## src/rtl/tick_meter_pkg.sv

```systemverilog
// Shared types and helpers for the tick frequency meter.
// Holds the FSM state encoding and the gate-counter width helper.
package tick_meter_pkg;

    typedef enum logic {
        IDLE = 1'b0,
        GATE = 1'b1
    } meter_state_e;

    // Bits needed to hold 0..n-1, never less than one.
    function automatic int gate_w(input int n);
        int w;
        w = 1;
        for (int i = 1; i < 31; i++) begin
            if ((1 << i) < n) begin
                w = i + 1;
            end
        end
        return w;
    endfunction

endpackage

```

## src/rtl/tick_freq_meter_rise_detect.sv

```systemverilog
// Rising-edge detector for a clk_in-synchronous level.
// The previous value is registered every cycle regardless of FSM state.
import tick_meter_pkg::*;

module rise_detect (
    input  logic clk_in,
    input  logic rst,
    input  logic sig_in,
    output logic rise
);

    logic prev_q;

    // Remember last cycle's level so a held-high input counts once.
    always_ff @(posedge clk_in) begin
        if (rst) begin
            prev_q <= 1'b0;
        end else begin
            prev_q <= sig_in;
        end
    end

    assign rise = sig_in & ~prev_q;

endmodule

```

## src/rtl/tick_freq_meter.sv

```systemverilog
// Tick-rate meter: counts rising edges of tick_in over a fixed
// GATE_CYCLES window and hands each result over a valid/ack port.
import tick_meter_pkg::*;

module tick_freq_meter #(
    parameter int GATE_CYCLES = 50,
    parameter int CNT_W       = 8
) (
    input  logic             clk_in,
    input  logic             rst,
    input  logic             enable,
    input  logic             tick_in,
    output logic [CNT_W-1:0] freq_out,
    output logic             freq_valid,
    input  logic             freq_ack,
    output logic             overflow,
    output logic             overrun
);

    localparam int             GW        = gate_w(GATE_CYCLES);
    localparam logic [GW-1:0]  GATE_LOAD = GW'(GATE_CYCLES - 1);
    localparam logic [CNT_W-1:0] CNT_MAX = '1;

    meter_state_e     state_q, state_d;
    logic [GW-1:0]    gate_q, gate_d;
    logic [CNT_W-1:0] cnt_q, cnt_d, cnt_n;
    logic             sat_q, sat_d, sat_n;
    logic [CNT_W-1:0] freq_q, freq_d;
    logic             valid_q, valid_d;
    logic             ovf_q, ovf_d;
    logic             ovr_q, ovr_d;
    logic             rise;

    rise_detect u_rise (
        .clk_in (clk_in),
        .rst    (rst),
        .sig_in (tick_in),
        .rise   (rise)
    );

    // Candidate count for this cycle, saturating at the top value.
    always_comb begin
        cnt_n = cnt_q;
        sat_n = sat_q;
        if (rise) begin
            if (cnt_q == CNT_MAX) begin
                sat_n = 1'b1;
            end else begin
                cnt_n = cnt_q + CNT_W'(1);
            end
        end
    end

    // Next-state, window bookkeeping and result handover.
    always_comb begin
        state_d = state_q;
        gate_d  = gate_q;
        cnt_d   = cnt_q;
        sat_d   = sat_q;
        freq_d  = freq_q;
        valid_d = valid_q;
        ovf_d   = ovf_q;
        ovr_d   = ovr_q;

        if (freq_ack && valid_q) begin
            valid_d = 1'b0;
        end

        unique case (state_q)
            IDLE: begin
                gate_d = '0;
                cnt_d  = '0;
                sat_d  = 1'b0;
                if (enable) begin
                    state_d = GATE;
                    gate_d  = GATE_LOAD;
                end
            end
            GATE: begin
                if (!enable) begin
                    state_d = IDLE;
                    gate_d  = '0;
                    cnt_d   = '0;
                    sat_d   = 1'b0;
                end else if (gate_q == '0) begin
                    freq_d  = cnt_n;
                    ovf_d   = sat_n;
                    valid_d = 1'b1;
                    if (valid_q && !freq_ack) begin
                        ovr_d = 1'b1;
                    end
                    gate_d = GATE_LOAD;
                    cnt_d  = '0;
                    sat_d  = 1'b0;
                end else begin
                    gate_d = gate_q - GW'(1);
                    cnt_d  = cnt_n;
                    sat_d  = sat_n;
                end
            end
            default: begin
                state_d = IDLE;
            end
        endcase
    end

    // State and datapath registers; reset discards any partial window.
    always_ff @(posedge clk_in) begin
        if (rst) begin
            state_q <= IDLE;
            gate_q  <= '0;
            cnt_q   <= '0;
            sat_q   <= 1'b0;
            freq_q  <= '0;
            valid_q <= 1'b0;
            ovf_q   <= 1'b0;
            ovr_q   <= 1'b0;
        end else begin
            state_q <= state_d;
            gate_q  <= gate_d;
            cnt_q   <= cnt_d;
            sat_q   <= sat_d;
            freq_q  <= freq_d;
            valid_q <= valid_d;
            ovf_q   <= ovf_d;
            ovr_q   <= ovr_d;
        end
    end

    assign freq_out   = freq_q;
    assign freq_valid = valid_q;
    assign overflow   = ovf_q;
    assign overrun    = ovr_q;

endmodule

```

## config.mk

```make
export PLATFORM = sky130hd
export DESIGN_NAME = tick_freq_meter
export DESIGN_NICKNAME = d
export VERILOG_FILES = /design/src/rtl/tick_meter_pkg.sv /design/src/rtl/tick_freq_meter_rise_detect.sv /design/src/rtl/tick_freq_meter.sv
export SDC_FILE = /design/constraint.sdc
export NUM_CORES = 1
export LEC_CHECK = 0
export CORE_AREA = 2 2 52 54
export CTS_CLUSTER_DIAMETER = 60
export DETAILED_ROUTE_END_ITERATION = 10
export DIE_AREA = 0 0 54 56
export PLACE_DENSITY_LB_ADDON = 0.12
export SYNTH_ARGS = -nofsm -noshare
export SYNTH_HDL_FRONTEND = slang
export SYNTH_SLANG_ARGS = --single-unit
```

## constraint.sdc

```tcl
create_clock -name clk_in -period 1.77 [get_ports clk_in]
set_clock_uncertainty 0.2 [all_clocks]
set_input_delay 0.2655 -clock clk_in [delete_from_list [all_inputs] [get_ports clk_in]]
set_output_delay 0.2655 -clock clk_in [all_outputs]
set_load 0.02 [all_outputs]
```

* After elaboration in Yosys (flattened, before gate mapping)
Index checks and enable logic that the tools add are counted.
Word-level totals: bits of input ports 5, word-level logic and storage cells 40, register bits after elaboration 28, output and inout port bits 11
Operators by class: eq/ne operators 1, reduce and logical (&&, ||, !) cells 6, add/subtract/negate cells 2, bitwise operators 3, mux-type cells 19
Operators with widths (count):
- 8-bit two-way mux | 4
- 6-bit two-way mux | 3
- 8-bit case mux with 2 select lines | 1
- 6-bit case mux with 2 select lines | 1
- 1-bit two-way mux | 9
- 8-bit by 1-bit adder with 8-bit output, second input constant | 1
- 8-bit equality test, second input constant | 1
- 6-bit logical NOT | 1
- 6-bit by 1-bit subtractor with 6-bit output, second input constant | 1
- 4-bit AND reduction | 1
- 3-bit AND reduction | 1
- 1-bit logical AND | 2
- 1-bit NOT | 2
- 1-bit case mux with 2 select lines | 1
- 1-bit AND | 1
- 1-bit logical NOT | 1

* Longest topological paths before layout
word-level depth 6, mapped depth 8, mapped depth without buffers 6

* Modules after synthesis
A second synthesis with hierarchy kept.
Second synthesis, totals: cells, all modules 121, area, all modules 1203.7 um^2
Modules (own cells, without submodules):
- tick_freq_meter | cells each 118, times used 1, area each 1156.1 um^2
- rise_detect | cells each 3, times used 1, area each 47.5 um^2

* Worst setup path after synthesis
OpenSTA, ideal clock, no wires.
path kind register to register, from register gate_q[0], to register valid_q, in the netlist freq_valid, period minus slack after synthesis 1622 ps, data required time 1441 ps, stages on the path, launching flop included 9, library setup time 129 ps, arrival 1293 ps, setup slack 148 ps, path through dfxtp_1 -> inv_1 -> ha_1 -> nor2b_1 -> and4_1 -> buf_4 -> buf_6 -> a21oi_1 -> nor2_1
Between the ends: longest elaborated chain between the ends 4
RTL lines:
- start: declaration | RTL line tick_freq_meter.sv:25 | logic [GW-1:0] gate_q, gate_d;
- start signal: assignment | RTL line tick_freq_meter.sv:120 | gate_q <= gate_d;
- 6-bit logical NOT | RTL line tick_freq_meter.sv:85 | end else if (gate_q == '0) begin
- 1-bit two-way mux | RTL line tick_freq_meter.sv:85
- 1-bit two-way mux | RTL line tick_freq_meter.sv:80 | if (!enable) begin
- 1-bit two-way mux | RTL line tick_freq_meter.sv:69 | unique case (state_q)
- end signal: assignment | RTL line tick_freq_meter.sv:124 | valid_q <= valid_d;
- end: declaration | RTL line tick_freq_meter.sv:29 | logic valid_q, valid_d;
Every way passes these cells. A chain may end at the register's enable or synchronous reset.

* Final worst setup path
from register gate_q[0], to register freq_q[5], in the netlist freq_out[5]
Between the ends: longest elaborated chain between the ends 2
RTL lines:
- 6-bit logical NOT | RTL line tick_freq_meter.sv:85
- 3-bit AND reduction (no line)
- end signal: assignment | RTL line tick_freq_meter.sv:123 | freq_q <= freq_d;
- end: declaration | RTL line tick_freq_meter.sv:28 | logic [CNT_W-1:0] freq_q, freq_d;
Every way passes these cells.

==> impl_metrics.env <==
export IMPL_outcome="completed"
export IMPL_dpl_cell_count=168
export IMPL_cts_buffers=3
export IMPL_globalRouteTotalUtil=0.167
export IMPL_post_synth_instance_area_um2=1170
export IMPL_fin_crit_period_ps=1640
export IMPL_insertedDiodeCount=0
export IMPL_finalWeightedCongestion=0.785
export IMPL_synthCells=122
export IMPL_num_nets_final=151
export IMPL_chipHeight_um=56
export IMPL_clk_pin_slew_ps=150
export IMPL_finalHoldViolations=0
export IMPL_worst_skew_pair_later_pin_latency_ps=320
export IMPL_fill_cells=229
export IMPL_core_area_um2=2430
export IMPL_fin_hold_ws_ps=242
export IMPL_num_io_pins=16
export IMPL_syn_mean_instance_area_um2=9.60
export IMPL_layout_drive_gt1_share=0.148
export IMPL_syn_nets=130
export IMPL_powerDensity_nw_per_um2=730
export IMPL_ir_drop_v=0.000509
export IMPL_synth_edf_count=0
export IMPL_hold_buffers=0
export IMPL_rsz0062_at_grt="false"
export IMPL_io_buffers=15
export IMPL_final_cells=172
export IMPL_critical_path_class="register to register"
export IMPL_critical_path_max_fanout=12
export IMPL_max_clock_path_buffers=2
export IMPL_finalSetupViolations=0
export IMPL_worstSetupStartpointType="register"
export IMPL_vias=903
export IMPL_postSynth_topFlopCell="dfxtp_1"
export IMPL_grt_start_max_net_pins=16
export IMPL_worst_slew_pin_transition_ps=221
export IMPL_synth_top_area_share=0.479
export IMPL_max_slew_margin=0.848
export IMPL_htree_num_levels=1
export IMPL_antenna_left=0
export IMPL_crit_required_ps=1830
export IMPL_cts_repair_timing_setup_buffer_count=0
export IMPL_drc=0
export IMPL_fin_crit_sh=0.925
export IMPL_drt_initial_drc_count=14
export IMPL_layout_common_cells="dfxtp_1 (27), nor2_1 (19), nand2b_1 (7)"
export IMPL_crit_path_end_kind="register"
export IMPL_netlist_top_cell_by_area="dfxtp_1"
export IMPL_postRouteWirelength_mm=2.26
export IMPL_power_leakage_uw=0.000692
export IMPL_commonest_non_fill_non_tap_cell_in_the_layout="dfxtp_1"
export IMPL_synthDistinctLibCells=34
export IMPL_first_global_vias=887
export IMPL_num_rows=18
export IMPL_multi_input_logic_area_um2=573
export IMPL_layout_area_seq_um2=562
export IMPL_maxCapViolations=0
export IMPL_max_slew_violation_total_from_the_final_report=0
export IMPL_maximum_clock_rate_mhz=611
export IMPL_root_buffer="clkbuf_4"
export IMPL_antenna_violations_before_repair=0
export IMPL_dieArea_um2=3020
export IMPL_wire_length_of_the_first_global_routing_pass_mm=3.84
export IMPL_die_w_um=54
export IMPL_routedWlPerCell_um=13.1
export IMPL_overflow=0
export IMPL_hpwlAfterDp_mm=1.71
export IMPL_syn_to_final_growth_pct=22.2
export IMPL_totalNegativeSetupSlack_ps=0
export IMPL_clock_sinks=28
export IMPL_initial_utilization=0.481
export IMPL_synth_seq_cells=28
export IMPL_detail_route_vias_per_cell=5.25
export IMPL_async_reset_ff_frac=0
export IMPL_tritoncts="yes"
export IMPL_yosysSeqAreaShare=0.479
export IMPL_hold_path_class="register to register"
export IMPL_drt_pass1_iter_count=4
export IMPL_cp_arrival_ps=1690
export IMPL_synthesis_warning_total=0
export IMPL_post_synth_main_area_contributors="dfxtp_1 (48%), nor2_1 (6.1%), nand2b_1 (4.3%)"
-- stage by stage --
| stage | setup WS, ps | area, um^2 | util | power [uW] |
|---|---|---|---|---|
| after CTS | 1.33 | 1400 | 0.575 | 1060 |
| after floorplan | 148 | 1170 | - | 719 |
| after detailed placement | -137 | 1370 | 0.563 | 753 |
| final | 133 | 1430 | 0.588 | 1040 |
| after global routing | 5.79 | 1430 | 0.588 | 1090 |
| after global placement | -92.5 | 1370 | 0.563 | 751 |
-- cell usage after synthesis (2+ instances only) --
| cell | count |
|---|---|
| nor2_1 | 19 |
| buf_4 | 2 |
| nand2_1 | 5 |
| a31oi_1 | 2 |
| nand3_2 | 2 |
| nor2b_1 | 3 |
| inv_1 | 4 |
| ha_1 | 3 |
| a211oi_1 | 3 |
| dfxtp_1 | 28 |
| xnor2_1 | 3 |
| o22ai_1 | 4 |
| xor2_1 | 4 |
| and4_1 | 2 |
| mux2i_1 | 4 |
| nand2b_1 | 8 |
| a21oi_1 | 5 |
| nand4_1 | 4 |
| and3_1 | 2 |
-- registers in the layout (all words and copies together), names as in the netlist --
| signal | count |
|---|---|
| cnt_q | 8 |
| freq_out | 8 |
| gate_q | 6 |
| freq_valid | 1 |
| overflow | 1 |
| overrun | 1 |
| sat_q | 1 |
| state_q | 1 |
| u_rise.prev_q | 1 |
-- logic make-up after synthesis --
kind of cell,after synthesis,synth area share
simple gates,50,0.232
flops,28,0.479
compound gates,21,0.128
buf+inv,9,0.0427
xor+xnor,7,0.0524
mux,4,0.0342
fa+ha+maj,3,0.0321
-- final timing paths --
kind,startpoint,endpoint,slack [ps],depth (start not counted)
setup / recovery,gate_q[0],freq_out[5],130,7
hold / removal,gate_q[0],gate_q[0],240,1
setup reg to reg,gate_q[0],freq_out[5],130,7
hold reg to reg,gate_q[0],gate_q[0],240,1
-- repair_timing --
action / in CTS / in global routing
pin swaps: 0 / 2
endpoints found under the setup margin: 5 / 16
gates cloned: 0 / 0
gates resized for setup: 5 / 11
-- critical path: stages, from the launching register on --
cell,delay (ps)
dfxtp_2,350
inv_1,100
ha_1,150
nor2b_2,140
and4_1,230
buf_6,160
nor2_1,60
a211oi_2,190
-- layout make-up --
| class | instances | share of cell area |
|---|---|---|
| Inverter | 4 | 0.0105 |
| Multi-Input combinational cell | 85 | 0.400 |
| Clock buffer | 4 | 0.0253 |
| Tap cell | 30 | 0.0262 |
| Sequential cell | 28 | 0.392 |
| Timing Repair Buffer | 21 | 0.145 |
-- metal layers --
metal  track usage  part of all wire  up-vias
li1              -                 -      463
met1         0.221              0.47      425
met3        0.0269             0.030        2
met5             0                 0        -
met4        0.0536            0.0044        0
met2         0.272              0.49       13
-- report_power, final --
part	switching (uW)	leakage, uW	internal, uW
Sequential	8.05	0.000227	643
Combinational	45.4	0.000444	44.7
Clock	178	0.0000210	126
Total	231	0.000692	813
No activity file was read; power rests on OpenSTA's default activity.
